<file path="src/rtl/instr_encoder.sv">
// Encodes symbolic MIPS instruction requests into 32-bit words and streams them into IM through a small FIFO.
// Optional ENC_DELAY_SLOT_EN: each branch/jump also queues a delay-slot NOP behind its word.
module instr_encoder #(
    parameter int DEPTH  = 4,
    parameter int ADDR_W = 10
) (
    input  logic              clk,
    input  logic              reset,
    input  logic              req_valid,
    output logic              req_ready,
    input  logic [3:0]        req_op,
    input  logic [4:0]        req_rs,
    input  logic [4:0]        req_rt,
    input  logic [4:0]        req_rd,
    input  logic [15:0]       req_imm,
    input  logic [25:0]       req_target,
    output logic              im_we,
    input  logic              im_ready,
    output logic [ADDR_W-1:0] im_addr,
    output logic [31:0]       im_wdata,
    output logic [31:0]       words_written,
    output logic              err_illegal
);

    localparam int PTR_W = $clog2(DEPTH);

    typedef enum logic [3:0] {
        OP_NOP  = 4'd0,  OP_ADDU = 4'd1,  OP_SUBU = 4'd2,  OP_AND = 4'd3,
        OP_OR   = 4'd4,  OP_SLT  = 4'd5,  OP_JR   = 4'd6,  OP_LW  = 4'd7,
        OP_SW   = 4'd8,  OP_BEQ  = 4'd9,  OP_ORI  = 4'd10, OP_LUI = 4'd11,
        OP_J    = 4'd12, OP_JAL  = 4'd13
    } op_e;

    function automatic logic [31:0] encode(input op_e op, input logic [4:0] rs, input logic [4:0] rt,
                                           input logic [4:0] rd, input logic [15:0] imm,
                                           input logic [25:0] target);
        case (op)
            OP_ADDU: encode = {6'h00, rs, rt, rd, 5'b0, 6'h21};
            OP_SUBU: encode = {6'h00, rs, rt, rd, 5'b0, 6'h23};
            OP_AND:  encode = {6'h00, rs, rt, rd, 5'b0, 6'h24};
            OP_OR:   encode = {6'h00, rs, rt, rd, 5'b0, 6'h25};
            OP_SLT:  encode = {6'h00, rs, rt, rd, 5'b0, 6'h2A};
            OP_JR:   encode = {6'h00, rs, 15'b0, 6'h08};
            OP_LW:   encode = {6'h23, rs, rt, imm};
            OP_SW:   encode = {6'h2B, rs, rt, imm};
            OP_BEQ:  encode = {6'h04, rs, rt, imm};
            OP_ORI:  encode = {6'h0D, rs, rt, imm};
            OP_LUI:  encode = {6'h0F, 5'b0, rt, imm};
            OP_J:    encode = {6'h02, target};
            OP_JAL:  encode = {6'h03, target};
            default: encode = 32'h0;
        endcase
    endfunction

    logic [31:0]      mem [DEPTH];
    logic [PTR_W-1:0] wr_ptr, rd_ptr;
    logic [PTR_W:0]   count;
    logic [PTR_W:0]   push_n;
    logic             accept, legal, push, pop, has_slot;
    logic [31:0]      enc_word;
    op_e              op;

    assign op = op_e'(req_op);

`ifdef ENC_DELAY_SLOT_EN
    localparam logic [PTR_W:0] READY_MAX = (PTR_W+1)'(DEPTH - 2);
    assign has_slot = (op == OP_BEQ) || (op == OP_J) || (op == OP_JAL) || (op == OP_JR);
`else
    localparam logic [PTR_W:0] READY_MAX = (PTR_W+1)'(DEPTH - 1);
    assign has_slot = 1'b0;
`endif

    // Ready looks only at registered occupancy, so a same-cycle pop never raises it.
    assign req_ready = reset && (count <= READY_MAX);
    assign accept    = req_valid && req_ready;
    assign legal     = (req_op < 4'd14);
    assign push      = accept && legal;
    assign im_we     = (count != '0);
    assign pop       = im_we && im_ready;
    assign im_wdata  = im_we ? mem[rd_ptr] : 32'h0;
    assign enc_word  = encode(op, req_rs, req_rt, req_rd, req_imm, req_target);

    always_comb begin
        // NOTE: default assignment first so no path leaves push_n unassigned (no latch).
        push_n = '0;
        if (push) push_n = has_slot ? (PTR_W+1)'(2) : (PTR_W+1)'(1);
    end

    always_ff @(posedge clk) begin
        // NOTE: sequential state uses non-blocking assignments only.
        if (!reset) begin
            wr_ptr        <= '0;
            rd_ptr        <= '0;
            count         <= '0;
            im_addr       <= '0;
            words_written <= '0;
            err_illegal   <= 1'b0;
        end else begin
            wr_ptr <= wr_ptr + push_n[PTR_W-1:0];
            count  <= count + push_n - (PTR_W+1)'(pop);
            if (pop) begin
                rd_ptr        <= rd_ptr + PTR_W'(1);
                im_addr       <= im_addr + ADDR_W'(1);
                words_written <= words_written + 32'd1;
            end
            if (accept && !legal) err_illegal <= 1'b1;
        end
    end

    // NOTE: storage is not reset; zero occupancy already marks every entry as invalid.
    always_ff @(posedge clk) begin
        if (push) begin
            mem[wr_ptr] <= enc_word;
            if (has_slot) mem[wr_ptr + PTR_W'(1)] <= 32'h0;
        end
    end

endmodule

</file>
<file path="config.mk">
export PLATFORM = sky130hd
export DESIGN_NAME = instr_encoder
export DESIGN_NICKNAME = d
export VERILOG_FILES = /design/src/rtl/instr_encoder.sv
export SDC_FILE = /design/constraint.sdc
export NUM_CORES = 1
export LEC_CHECK = 0
export ABC_AREA = 1
export CAP_MARGIN = 20
export CORE_MARGIN = 10
export CORE_UTILIZATION = 42
export CTS_CLUSTER_SIZE = 16
export DETAILED_ROUTE_END_ITERATION = 16
export PLACE_DENSITY = 0.66
export SKIP_CTS_REPAIR_TIMING = 1
export SLEW_MARGIN = 30
export SYNTH_ARGS = -nofsm -noshare
export SYNTH_HDL_FRONTEND = slang
export SYNTH_SLANG_ARGS = --single-unit
export TNS_END_PERCENT = 5
</file>
<file path="constraint.sdc">
create_clock -name clk -period 10.1 [get_ports clk]
set_clock_uncertainty 0.1 [all_clocks]
set_input_delay 3.03 -clock clk [delete_from_list [all_inputs] [get_ports clk]]
set_output_delay 3.03 -clock clk [all_outputs]
set_load 0.1 [all_outputs]
</file>
# Yosys cells after proc, flatten, opt, wreduce, memory -nomap -nowiden
# Memory sizes are Yosys's and may differ from the RTL's. A register that Yosys moved wholly into a read port is not among the register bits.
# Index checks and enable logic that the tools add are counted.
word_totals:
  ff_bits: 50
  ramBits: 128
  in_bits: 65
  mem_count: 1
memory_table:
  columns: ["name", "depth", "word_bits", "rd", "rd_ports_with_merged_regs", "write_ports", "line_no", "rtl"]
  rows:
  - ["mem", 4, 32, 1, 1, 1, "55", "logic [31:0] mem [DEPTH];"]
classes:
  addsub: 6
  magnitude_cmp: 2
  n_eq_ne: 13
  n_mux: 7
  reduce_logical: 7
ops:
  columns: ["cell", "n"]
  rows:
  - ["32-bit case mux with 13 select lines", 1]
  - ["32-bit by 1-bit adder with 32-bit output, second input constant", 1]
  - ["32-bit 2-to-1 mux", 1]
  - ["4-bit equality test, second input constant", 6]
  - ["4-bit by 3-bit equality test with 1-bit output, second input constant", 4]
  - ["10-bit by 1-bit adder with 10-bit output, second input constant", 1]
  - ["4-bit by 2-bit equality test with 1-bit output, second input constant", 2]
  - ["1-bit logical AND", 5]
  - ["4-bit by 1-bit equality test with 1-bit output, second input constant", 1]
  - ["4-bit < comparator, second input constant", 1]
  - ["2-bit 2-to-1 mux", 2]
  - ["3-bit adder", 1]
  - ["3-bit by 2-bit <= comparator with 1-bit output, second input constant", 1]
  - ["1-bit 2-to-1 mux", 3]
  - ["3-bit nonzero test", 1]
  - ["3-bit by 1-bit subtractor with 3-bit output", 1]
  - ["2-bit by 1-bit adder with 2-bit output, second input constant", 1]
  - ["2-bit adder", 1]
  - ["1-bit logical NOT", 1]

# Logic depth before layout (Yosys ltp)
logic_depth:
  word_depth: 7
  depth_mapped: 15
  ltp_nobuf: 14

# Least setup slack after synthesis
# OpenSTA, ideal clock, no wires.
synth_timing:
  path_kind: "input to register"
  from: "in reset"
  to: "mem mem[0][0], enable pin"
  setup_ns: 0.458
  t_arrival_ns: 6.309
  required_time_ns: 9.542
  setup_slack_ns: 3.233
  stages: 6
  path_buffers: 1
  cell_sequence: "nand3_1 inv_1 nand2_1 or2_1 clkbuf_1 nor3_1"
synth_via:
  elab_chain_len: 5
synth_rtl:
  columns: ["element", "line_no", "rtl"]
  rows:
  - ["from (decl)", "8", "input logic reset,"]
  - ["1-bit logical AND", "74", "assign req_ready = reset && (count <= READY_MAX);"]
  - ["net req_ready", "10", "output logic req_ready,"]
  - ["1-bit logical AND", "75", "assign accept = req_valid && req_ready;"]
  - ["1-bit logical AND", "77", "assign push = accept && legal;"]
  - ["1-bit 2-to-1 mux", "112", "if (push) begin"]
  - ["1-bit 2-to-1 mux (not written as such)", "113", "mem[wr_ptr] <= enc_word;"]
  - ["to (decl)", "55", null]
# The timed path passes the listed nets, and every way through them passes these cells.

# Final worst setup path
layout_timing:
  from: "in reset"
  to: "out req_ready"
layout_via:
  elab_chain_len: 1
layout_rtl:
  columns: ["element", "line_no"]
  rows:
  - ["1-bit logical AND", "74"]
  - ["to (decl)", "10"]
# No other way between the ends.

==> qor.yml <==
synth.cell_area_um2: 8030
syn2layout_area_growth_pct: 27.9
hold_ws_ps: 363
netlist_instances: 879
combPwrFrac_pct: 42.0
cts-buffers-inserted: 17
path_clk_slew_ps: 70
cp.arrival_ps: 5210
die_height_um: 158
drt_iter0_drc: 267
antenna_found_initial: 0
grt_usage_pct: 16.0
fin_ws_ps: 1760
setup_viol: 0
vias: 6399
die_area_um2: 25000
finalCritPeriodShare_pct: 82.5
synth_compound_area_share_pct: 11.7
worstSetupPathType: "input port to output port"
synth_seq_cells: 176
hold_path_depth: 2
min_to: "rd_ptr[1]"
crit_required_ps: 6970
routedWlPerCell_um: 16.0
synth_nets: 951
setup.worst_path.start_class: "input port"
path_max_fanout: 33
grt_max_degree: 63
drt-total-wl_um: 20100
reg2regPathDepth: 9
synth_top_family_by_area: "simple AND/OR/NAND/NOR gates"
clock-sinks: 176
n_antenna_cell: 0
power.switching_mw: 1.16
yosysWarnings: 0
grt_pass1_vias: 6080
intPower_mw: 1.37
final_cell_area_um2: 10300
pwr-share-clk_pct: 25.2
worstMarginPinSlew_ps: 1010
p_per_area_nw_per_um2: 246
ys_types: 40
switching_share_pct: 45.8
antenna_left: 0
max_cap_violations: 0
tns_ps: 0
seq_area_frac_synth_pct: 59.3
synth.top_cell.area_share_pct: 46.4
die_w_um: 158
synth-xor-area-share_pct: 0.545
synth.area.mux_share_pct: 0
power.leakage_nw: 3.78
rsz0062_at_grt: "no"
yosys_most_used_dff: "edfxtp_1"
outcome: "complete, no violations"
peakVddDrop_uv: 129
holdCritPathClass: "register to register"
cp-end-kind: "output port"
htreeDepth: 4
pre_cts_ws_ps: 1770
synthAdderAreaFrac_pct: 1.18
gp_congestion: 0.842
worstHoldStart: "rd_ptr[1]"
synth_common_cells: "nor2_1 (187), nand2_1 (129), edfxtp_1 (124)"
yosys.cell_count.top_type: "nor2_1"
finalHoldViolations: 0
reg2reg_slack_ps: 7190
cts_tree: "done"
drc: 0
p_seq_share_pct: 32.8
slew_viol_final: 0
dpl_cell_area_um2: 9690
clock_path_buffers: 2
cts_root_buffer: "clkbuf_16"
core_um2: 18800
synth_edf_count: 124
dp_hpwl_um: 13300
p_total_mw: 2.53
firstDrtPassIters: 4
synth_top_area_cell: "edfxtp_1"
rows: 50
r2r-end: "mem[0][22]"
synthSimpleGateAreaFrac_pct: 21.5
drive_above_1_share_pct: 7.12
pin_count: 142
place_inst: 1228
synth_area_leaders: "edfxtp_1 (46%), dfxtp_1 (13%), nor2_1 (8.7%)"
fin_crit_ps: 8340
fmax_ghz: 0.120
clock_latency_ps: 430
final_cell_count_no_fill: 1260
postLayoutCoreUtil_pct: 54.7
grt_pass1_wl_um: 31500
synth_area_per_cell_um2: 9.13
synth_async_sr_flop_share_pct: 0
grt_overflow: 0
io_buffer_count: 140
r2r_start: "count[2]"
start_util_pct: 42.8
layout.nets: 1085
relSlewSlack_pct: 32.5
viasPerCell: 5.08
cells in the final DEF, fill, tap and decap left out, drive strengths merged, types with 6 or more instances in the layout:
cell type	n
a21oi	59
a22o	6
buf	11
clkbuf	17
clkdlybuf4s50	139
clkinv	8
dfxtp	52
edfxtp	124
ha	6
inv	86
nand2	136
nand3	34
nand4	14
nor2	198
nor3	16
o21ai	92
cell families after synthesis:
| family | count (synthesis) |
|---|---|
| buf+inv | 115 |
| flops | 176 |
| simple gates | 403 |
| compound gates | 172 |
| fa+ha+maj | 7 |
| other cells | 1 |
| xor+xnor | 5 |
state kept, by name, indices dropped and copies added (netlist names), named ones only:
| signal | cells |
|---|---|
| mem | 124 |
| words_written | 32 |
| im_addr | 10 |
| count | 3 |
| rd_ptr | 2 |
| wr_ptr | 2 |
| err_illegal | 1 |
worst max-delay path, cell delays in order:
cell	delay, ps
clkdlybuf4s50_1	450
buf_4	320
nand3_1	120
inv_1	110
clkdlybuf4s50_1	1150
power by group through the flow:
stage / Clock [mW] / Combinational [mW] / Sequential [mW]
2_1_floorplan: 0 / 0.758 / 0.887
3_3_place_gp: 0 / 1.07 / 0.846
3_5_place_dp: 0 / 1.07 / 0.846
4_1_cts: 0.650 / 1.08 / 0.830
5_1_grt: 0.678 / 1.12 / 0.834
6_report: 0.638 / 1.06 / 0.830
cell type report:
class | count | area (um^2)
Tap cell | 234 | 293
Timing Repair Buffer | 150 | 1470
Multi-Input combinational cell | 588 | 2850
Sequential cell | 176 | 4770
Clock inverter | 15 | 163
Inverter | 80 | 302
Clock buffer | 17 | 425
Fill cell | 1650 | 8500
layer usage:
layer / GRT usage [%] / share of wire, % / vias to the layer above / routed length, um
li1: - / - / 3234 / -
met1: 20.4 / 44 / 2956 / 8880
met2: 25.8 / 47 / 186 / 9500
met3: 4.43 / 7.4 / 23 / 1500
met4: 5.21 / 1.3 / 0 / 267
met5: 0 / 0 / - / 0
worst max-delay path by stage:
stage | depth (start not counted) | endpoint | from
finish | 5 | req_ready | reset
global route | 5 | req_ready | reset
CTS | 5 | req_ready | reset
detailed placement | 5 | req_ready | reset
global placement | 5 | req_ready | reset
floorplan | 6 | mem[0][0] | reset
Note: power is estimated with default switching activity, not from simulation.
